--- src/rtl/siso_shift_arbiter_if.sv ---
// Requester-side bundle for the round-robin serial shift-out arbiter.
// master = requester/bench side, slave = arbiter side.
interface siso_shift_arbiter_if #(
    parameter int WIDTH = 4,
    parameter int NREQ  = 4
);
    logic [NREQ-1:0]       req;
    logic [NREQ*WIDTH-1:0] data_in;
    logic [NREQ-1:0]       gnt;
    logic                  serial_out;
    logic                  frame;
    logic                  busy;
    logic                  done;

    modport master (
        output req, data_in,
        input  gnt, serial_out, frame, busy, done
    );

    modport slave (
        input  req, data_in,
        output gnt, serial_out, frame, busy, done
    );
endinterface

--- src/rtl/siso_shift_arbiter.sv ---
// Round-robin arbiter that shifts the granted requester's word out MSB-first with a frame strobe.
// Latency: gnt + MSB one cycle after req is seen in IDLE; optional even-parity bit under SISO_ARB_PARITY_EN.
// Backpressure: none; req is held until gnt and is ignored while a frame is in flight.
module siso_shift_arbiter #(
    parameter int WIDTH = 4,
    parameter int NREQ  = 4
) (
    input  logic                 clk,
    input  logic                 rst,
    siso_shift_arbiter_if.slave  bus
);
    localparam int CW = $clog2(WIDTH);
    localparam int PW = $clog2(NREQ);

    localparam logic [1:0] S_IDLE  = 2'd0;
    localparam logic [1:0] S_SHIFT = 2'd1;
`ifdef SISO_ARB_PARITY_EN
    localparam logic [1:0] S_PAR   = 2'd2;
`endif
    localparam logic [1:0] S_DONE  = 2'd3;

    logic [1:0]       state_q, state_d;
    logic [PW-1:0]    ptr_q, ptr_d;
    logic [WIDTH-1:0] sr_q, sr_d;
    logic [CW-1:0]    cnt_q, cnt_d;
    logic [NREQ-1:0]  gnt_q, gnt_d;
`ifdef SISO_ARB_PARITY_EN
    logic             par_q, par_d;
`endif

    logic             found;
    logic [PW-1:0]    win;
    logic [WIDTH-1:0] win_word;
    int               j;

    // First pending request at or above ptr, wrapping past NREQ-1.
    always_comb begin
        found = 1'b0;
        win   = '0;
        j     = 0;
        for (int i = 0; i < NREQ; i++) begin
            j = int'(ptr_q) + i;
            if (j >= NREQ) j = j - NREQ;
            if (!found && bus.req[j]) begin
                found = 1'b1;
                win   = PW'(j);
            end
        end
        win_word = bus.data_in[int'(win)*WIDTH +: WIDTH];
    end

    always_comb begin
        state_d = state_q;
        ptr_d   = ptr_q;
        sr_d    = sr_q;
        cnt_d   = cnt_q;
        gnt_d   = '0;
`ifdef SISO_ARB_PARITY_EN
        par_d   = par_q;
`endif
        case (state_q)
            S_IDLE: begin
                if (found) begin
                    sr_d    = win_word;
                    cnt_d   = '0;
                    gnt_d   = NREQ'(1) << win;
                    ptr_d   = (win == PW'(NREQ-1)) ? '0 : win + PW'(1);
`ifdef SISO_ARB_PARITY_EN
                    par_d   = ^win_word;
`endif
                    state_d = S_SHIFT;
                end
            end
            S_SHIFT: begin
                sr_d  = {sr_q[WIDTH-2:0], 1'b0};
                cnt_d = cnt_q + CW'(1);
                if (cnt_q == CW'(WIDTH-1)) begin
`ifdef SISO_ARB_PARITY_EN
                    state_d = S_PAR;
`else
                    state_d = S_DONE;
`endif
                end
            end
`ifdef SISO_ARB_PARITY_EN
            S_PAR:   state_d = S_DONE;
`endif
            S_DONE:  state_d = S_IDLE;
            default: state_d = S_IDLE;
        endcase
    end

    always_ff @(posedge clk or posedge rst) begin
        if (rst) begin
            state_q <= S_IDLE;
            ptr_q   <= '0;
            sr_q    <= '0;
            cnt_q   <= '0;
            gnt_q   <= '0;
`ifdef SISO_ARB_PARITY_EN
            par_q   <= 1'b0;
`endif
        end else begin
            state_q <= state_d;
            ptr_q   <= ptr_d;
            sr_q    <= sr_d;
            cnt_q   <= cnt_d;
            gnt_q   <= gnt_d;
`ifdef SISO_ARB_PARITY_EN
            par_q   <= par_d;
`endif
        end
    end

    // Outputs decode registered state only, so req/data_in never reach them combinationally.
    assign bus.gnt  = gnt_q;
    assign bus.busy = (state_q != S_IDLE);
    assign bus.done = (state_q == S_DONE);
`ifdef SISO_ARB_PARITY_EN
    assign bus.frame      = (state_q == S_SHIFT) || (state_q == S_PAR);
    assign bus.serial_out = (state_q == S_SHIFT) ? sr_q[WIDTH-1] :
                            (state_q == S_PAR)   ? par_q : 1'b0;
`else
    assign bus.frame      = (state_q == S_SHIFT);
    assign bus.serial_out = (state_q == S_SHIFT) ? sr_q[WIDTH-1] : 1'b0;
`endif
endmodule

--- src/flat_wrapper.sv ---
// flat-port wrapper written by rule: the top's interface ports become plain ports
module siso_shift_arbiter_flat 
#(
    parameter int WIDTH = 4,
    parameter int NREQ  = 4
)
  (clk, rst, bus_req, bus_data_in, bus_gnt, bus_serial_out, bus_frame, bus_busy, bus_done);
  siso_shift_arbiter_if #(.WIDTH(WIDTH), .NREQ(NREQ)) bus_i ();
  input  logic clk;
  input  logic rst;
  input wire logic [$bits(bus_i.req)-1:0] bus_req;
  input wire logic [$bits(bus_i.data_in)-1:0] bus_data_in;
  output wire logic [$bits(bus_i.gnt)-1:0] bus_gnt;
  output wire logic [$bits(bus_i.serial_out)-1:0] bus_serial_out;
  output wire logic [$bits(bus_i.frame)-1:0] bus_frame;
  output wire logic [$bits(bus_i.busy)-1:0] bus_busy;
  output wire logic [$bits(bus_i.done)-1:0] bus_done;
  assign bus_i.req = bus_req;
  assign bus_i.data_in = bus_data_in;
  assign bus_gnt = bus_i.gnt;
  assign bus_serial_out = bus_i.serial_out;
  assign bus_frame = bus_i.frame;
  assign bus_busy = bus_i.busy;
  assign bus_done = bus_i.done;
  siso_shift_arbiter #(.WIDTH(WIDTH), .NREQ(NREQ)) u_core (.clk(clk), .rst(rst), .bus(bus_i));
endmodule
--- config.mk ---
export PLATFORM = sky130hd
export DESIGN_NAME = siso_shift_arbiter_flat
export DESIGN_NICKNAME = d
export VERILOG_FILES = /design/src/rtl/siso_shift_arbiter_if.sv /design/src/rtl/siso_shift_arbiter.sv /design/src/flat_wrapper.sv
export SDC_FILE = /design/constraint.sdc
export NUM_CORES = 1
export LEC_CHECK = 0
export ABC_AREA = 0
export CORE_MARGIN = 3
export CORE_UTILIZATION = 44
export CTS_CLUSTER_SIZE = 10
export DETAILED_ROUTE_END_ITERATION = 16
export PLACE_DENSITY = 0.78
export SETUP_SLACK_MARGIN = 0.2
export SLEW_MARGIN = 20
export SYNTH_ARGS = -nofsm -noshare
export SYNTH_HDL_FRONTEND = slang
export SYNTH_SLANG_ARGS = --single-unit
--- constraint.sdc ---
create_clock -name clk -period 2.25 [get_ports clk]
set_clock_uncertainty 0.1 [all_clocks]
set_input_delay 0.5625 -clock clk [delete_from_list [all_inputs] [get_ports clk]]
set_output_delay 0.5625 -clock clk [all_outputs]
set_load 0.01 [all_outputs]
Word-level counts from Yosys, hierarchy flattened
Cells that the tools add are included.

word-level totals
  flip-flop bits (word level) = 14
  output and inout bits = 8

cells by class
  add/sub/neg operators = 9
  magnitude comparators = 8
  equal/unequal tests = 6
  shift operators = 2
  mux-type cells = 35
  reductions and logical operators = 12

operators by type and width
  kind                     number
  $lt A32 B4 Y1 const B    4
  $mux W32                 4
  $ge A32 B4 Y1 const B    3
  $sub A32 B4 Y32 const B  3
  $mux W2                  8
  $shiftx A16 B5 Y4        1
  $mux W1                  13
  $mux W4                  3
  $bmux W1 S2              4
  $pmux W2 S2              2
  $pmux W4 S2              1
  $add A2 B2 Y3 const B    2
  $eq A2 B2 Y1 const B     3
  $reduce_and A2 Y1        3
  $add A2 B1 Y2 const B    2
  $ne A2 B1 Y1 const B     2
  $reduce_bool A2 Y1       2
  $shl A1 B2 Y4 const A    1
  $sub A2 B3 Y4 const B    1
  $add A2 B1 Y3 const B    1
  $ge A2 B3 Y1 const B     1
  $logic_and A1 B1 Y1      3
  $logic_not A1 Y1         3
  $eq A2 B1 Y1 const B     1
  $logic_not A2 Y1         1

Depth between registers and ports, before layout
  depth in word-level cells = 18
  depth in mapped cells = 8
  depth with buffers taken out = 6

Least setup slack after synthesis
Ideal clock, no wire load.

  path kind = input -> register
  start point = input port bus_req[1]
  end point = register u_core.ptr_q[1]
  library setup time = 0.125 ns
  data arrival time = 1.757 ns
  setup slack = 0.268 ns
  stages on the path = 5
  buffers on the path = 0
  cells stage by stage = or3b_1 o221ai_2 inv_1 ha_1 mux2_4

between the ends
  cells in the longest elaborated chain, start to end = 15
  elaborated cells on any way between the ends = 30
  classes of those cells = add/sub (1); eq/ne (1); mux (21); reduce/logical (7)

ends and longest elaborated chain
  what                                           line                       source
  start: declaration                             flat_wrapper.sv:11         input wire logic [$bits(bus_i.req)-1:0] bus_req;
  $bmux W1 S2                                    siso_shift_arbiter.sv:44   if (!found && bus.req[j]) begin
  $mux W1 (not written as such) (2 in series)    siso_shift_arbiter.sv:44
  $mux W1                                        siso_shift_arbiter.sv:44
  $logic_not A1 Y1                               siso_shift_arbiter.sv:44
  $logic_and A1 B1 Y1                            siso_shift_arbiter.sv:44
  $mux W1                                        siso_shift_arbiter.sv:44
  $logic_not A1 Y1                               siso_shift_arbiter.sv:44
  $logic_and A1 B1 Y1                            siso_shift_arbiter.sv:44
  $mux W1                                        siso_shift_arbiter.sv:44
  $logic_not A1 Y1                               siso_shift_arbiter.sv:44
  $logic_and A1 B1 Y1                            siso_shift_arbiter.sv:44
  $mux W2                                        siso_shift_arbiter.sv:44
  $add A2 B1 Y2 or $eq A2 B2 Y1 (tied branches)  siso_shift_arbiter.sv:67   ptr_d = (win == PW'(NREQ-1)) ? '0 : win + PW'(1);
  $mux W2                                        siso_shift_arbiter.sv:67
  end signal: assignment                         siso_shift_arbiter.sv:105  ptr_q <= ptr_d;
  end: declaration                               siso_shift_arbiter.sv:23   logic [PW-1:0] ptr_q, ptr_d;

Parallel ways exist; a longest one is shown, timed or not. The select of a mux whose other input is x is not followed.
A chain may end at the register's enable or synchronous reset.

Final worst setup path
  start point = input port bus_req[0]
  end point = register u_core.ptr_q[1]

Same word-level chain as after synthesis.

==> flow_metrics.env <==
export IMPL_synthCells=78
export IMPL_power_density_mw_per_mm2=1080
export IMPL_max_cap_violations=0
export IMPL_rr_worst_depth=6
export IMPL_gp_congestion=0.794
export IMPL_slew_headroom=0.631
export IMPL_wl_per_cell_um=14.4
export IMPL_totalWireLength_um=2160
export IMPL_io_pins=30
export IMPL_grt_max_degree=15
export IMPL_period_share=0.903
export IMPL_synth_cell_types=33
export IMPL_die_area_sq_mm=0.00258
export IMPL_grt_pass1_wl_um=3460
export IMPL_postSynthAreaPerCell_sq_um=11.3
export IMPL_antenna_left=0
export IMPL_syn_to_final_growth_pct=55.3
export IMPL_synth_net_count=105
export IMPL_dr_total_vias=780
export IMPL_power_w=0.00149
export IMPL_hold_path_endpoint="u_core.sr_q[0]$_DFFE_PP0P_"
export IMPL_hold_start="u_core.sr_q[0]$_DFFE_PP0P_"
export IMPL_hpwl_um=1590
export IMPL_final_util=0.760
export IMPL_antenna_found_initial=0
export IMPL_reg2reg_to="u_core.sr_q[3]$_DFFE_PP0P_"
export IMPL_hold_buffers=0
export IMPL_cts_sinks=14
export IMPL_ir_drop_uv=602
export IMPL_leakagePower_nw=0.660
export IMPL_synth_seq_area_share=0.397
export IMPL_hold_path_cell_count=2
export IMPL_grt_overflow_total=0
export IMPL_cp_arrival_ns=2.11
export IMPL_period_needed_ns=2.03
export IMPL_diodes=0
export IMPL_r2r_start="u_core.ptr_q[1]$_DFFE_PP0P_"
export IMPL_nNetsFinal=153
export IMPL_clock_root_buffer="clkbuf_4"
export IMPL_slowest_delay_ns=0.57
export IMPL_endpoint_kind="flip-flop"
export IMPL_path_class="in -> reg"
export IMPL_route_detailed_drc=0
export IMPL_crit_required_ns=2.32
export IMPL_synth_top_cells_by_area="dfrtp_1 (40%), mux2i_1 (7.9%), ha_1 (7.1%)"
export IMPL_yosys_warnings=0
export IMPL_synth_common_cells="dfrtp_1 (14), inv_1 (7), mux2i_1 (7)"
export IMPL_ff2ff_setup_slack_ns=0.30
export IMPL_setup_slack_ns=0.218
export IMPL_worstPathCellList="dlygate4sd2_1, buf_4, or4_4, and2_4, mux2_4"
export IMPL_fin_setup_tns_ns=0
export IMPL_hold_viol=0
export IMPL_synth_edf_count=0
export IMPL_yosys_area_top_type="dfrtp_1"
export IMPL_setup_viol=0
export IMPL_cts_buffers=3
export IMPL_synth_main_ff_cell="dfrtp_1"
export IMPL_initial_core_util=0.490
export IMPL_worst_pin_slew_ns=0.552
export IMPL_run_status="finished, final reports clean"
export IMPL_drtIter0Drc=8
export IMPL_grtUsageTotal=0.178
export IMPL_async_flop_share=1.00
export IMPL_worst_hold_slack_ns=0.419
export IMPL_clock_path_buffers=2
export IMPL_final_layout_size_suffix_gt1_frac=0.296
export IMPL_synth_top_area_frac=0.397
export IMPL_clk_pin_slew_worst_paths_ns=0.09
export IMPL_htree_levels=1
export IMPL_via_per_inst=5.20
export IMPL_synth_area_sq_um=882
export IMPL_final_max_slew_violation_count=0
export IMPL_synth_most_common_cell="dfrtp_1"
export IMPL_yosys_register_bits=14
export IMPL_max_freq_mhz=492
export IMPL_drt_pass1_iter_count=4
export IMPL_cpMaxStageDelayCell="or4_4"
export IMPL_place_ws_ns=-0.201
export IMPL_rows=15
export IMPL_grt_pass1_vias=790
export IMPL_clock_latency_ns=0.28
export IMPL_die_y_um=50.8
export IMPL_cts_tree="done"
export IMPL_hp_class="reg -> reg"
export IMPL_crit_fanout=5
export IMPL_die_x_um=50.8
export IMPL_core_sq_mm=0.00180
export IMPL_critPathLaunchType="input port"
export IMPL_portBuffers=29
export IMPL_rsz0062_at_grt="no"
[cell type report]
type	count	area [sq um]
clock buffer	4	36.3
sequential	14	350
fill	131	432
inverter	7	26.3
multi-input combinational	54	518
timing repair buffer	46	408
tap	25	31.3
[layer usage]
layer  GRT usage  share of wire  vias up
met5           0              0        -
met2       0.313           0.52       31
li1            -              -      384
met1       0.210           0.41      361
met3      0.0297          0.056        4
met4      0.0807          0.019        0
[critical path, delay by kind of cell]
| kind | cells | cell delay (ns) |
|---|---|---|
| multiplexers | 1 | 0.30 |
| buffers and inverters | 2 | 0.45 |
| AND/OR/NAND/NOR | 2 | 0.79 |
[repair_timing]
item / in CTS / in global routing
buffers inserted: 3 / 0
endpoints found under the setup margin: 12 / 3
gates resized for setup: 13 / 3
pin swaps: 2 / 0
[per-stage QoR]
| stage | cells | cell area, sq um |
|---|---|---|
| 5_1_grt | 150 | 1370 |
| 3_5_place_dp | 143 | 1290 |
| 4_1_cts | 150 | 1360 |
| 3_3_place_gp | 143 | 1290 |
| 6_report | 150 | 1370 |
| 2_1_floorplan | 78 | 882 |
[worst max path at each step]
stage | start | to | slack [ns] | cells after the start
3_5_place_dp | bus_req[1] | u_core.ptr_q[1]$_DFFE_PP0P_ | -0.20 | 6
3_3_place_gp | bus_req[2] | u_core.sr_q[3]$_DFFE_PP0P_ | -0.16 | 6
2_1_floorplan | bus_req[1] | u_core.ptr_q[1]$_DFFE_PP0P_ | 0.27 | 5
6_report | bus_req[0] | u_core.ptr_q[1]$_DFFE_PP0P_ | 0.22 | 5
4_1_cts | bus_req[0] | u_core.sr_q[3]$_DFFE_PP0P_ | 0.26 | 6
5_1_grt | bus_req[0] | u_core.sr_q[3]$_DFFE_PP0P_ | 0.21 | 7
[cell usage in the layout (no fill, tap or decap), types with 2 or more instances in the layout]
master	count
clkbuf_4	3
clkdlybuf4s50_1	21
ha_1	5
mux2i_1	6
a21oi_1	3
a22oi_1	2
mux2_4	2
inv_1	6
and3_1	4
dlygate4sd2_1	8
and2_1	3
o21ai_0	3
nand2_1	2
a22o_1	2
dfrtp_1	14
o221ai_1	2
buf_4	17
[where the power goes]
group	switching, W	leakage [nW]	internal, W
Sequential	0.0000850	0.180	0.000343
Clock	0.0000866	0.0210	0.0000984
Combinational	0.000384	0.458	0.000489
Total	0.000555	0.660	0.000931
[sequential cells by signal, indices dropped and copies added (netlist names)]
name and flops:
u_core.sr_q 4, u_core.cnt_q 2, u_core.bus.gnt 4, u_core.state_q 2, u_core.ptr_q 2
[cell families (layout without fill, tap and decap cells)]
family | after synthesis | in the layout | share of synthesized area
adders and majority gates | 5 | 5 | 0.0709
buffers and inverters | 10 | 57 | 0.0553
DFF | 14 | 14 | 0.397
AOI/OAI and AO/OA | 21 | 21 | 0.210
muxes | 10 | 10 | 0.126
and+or+nand+nor | 18 | 18 | 0.140
(Power assumes the default switching activity.)
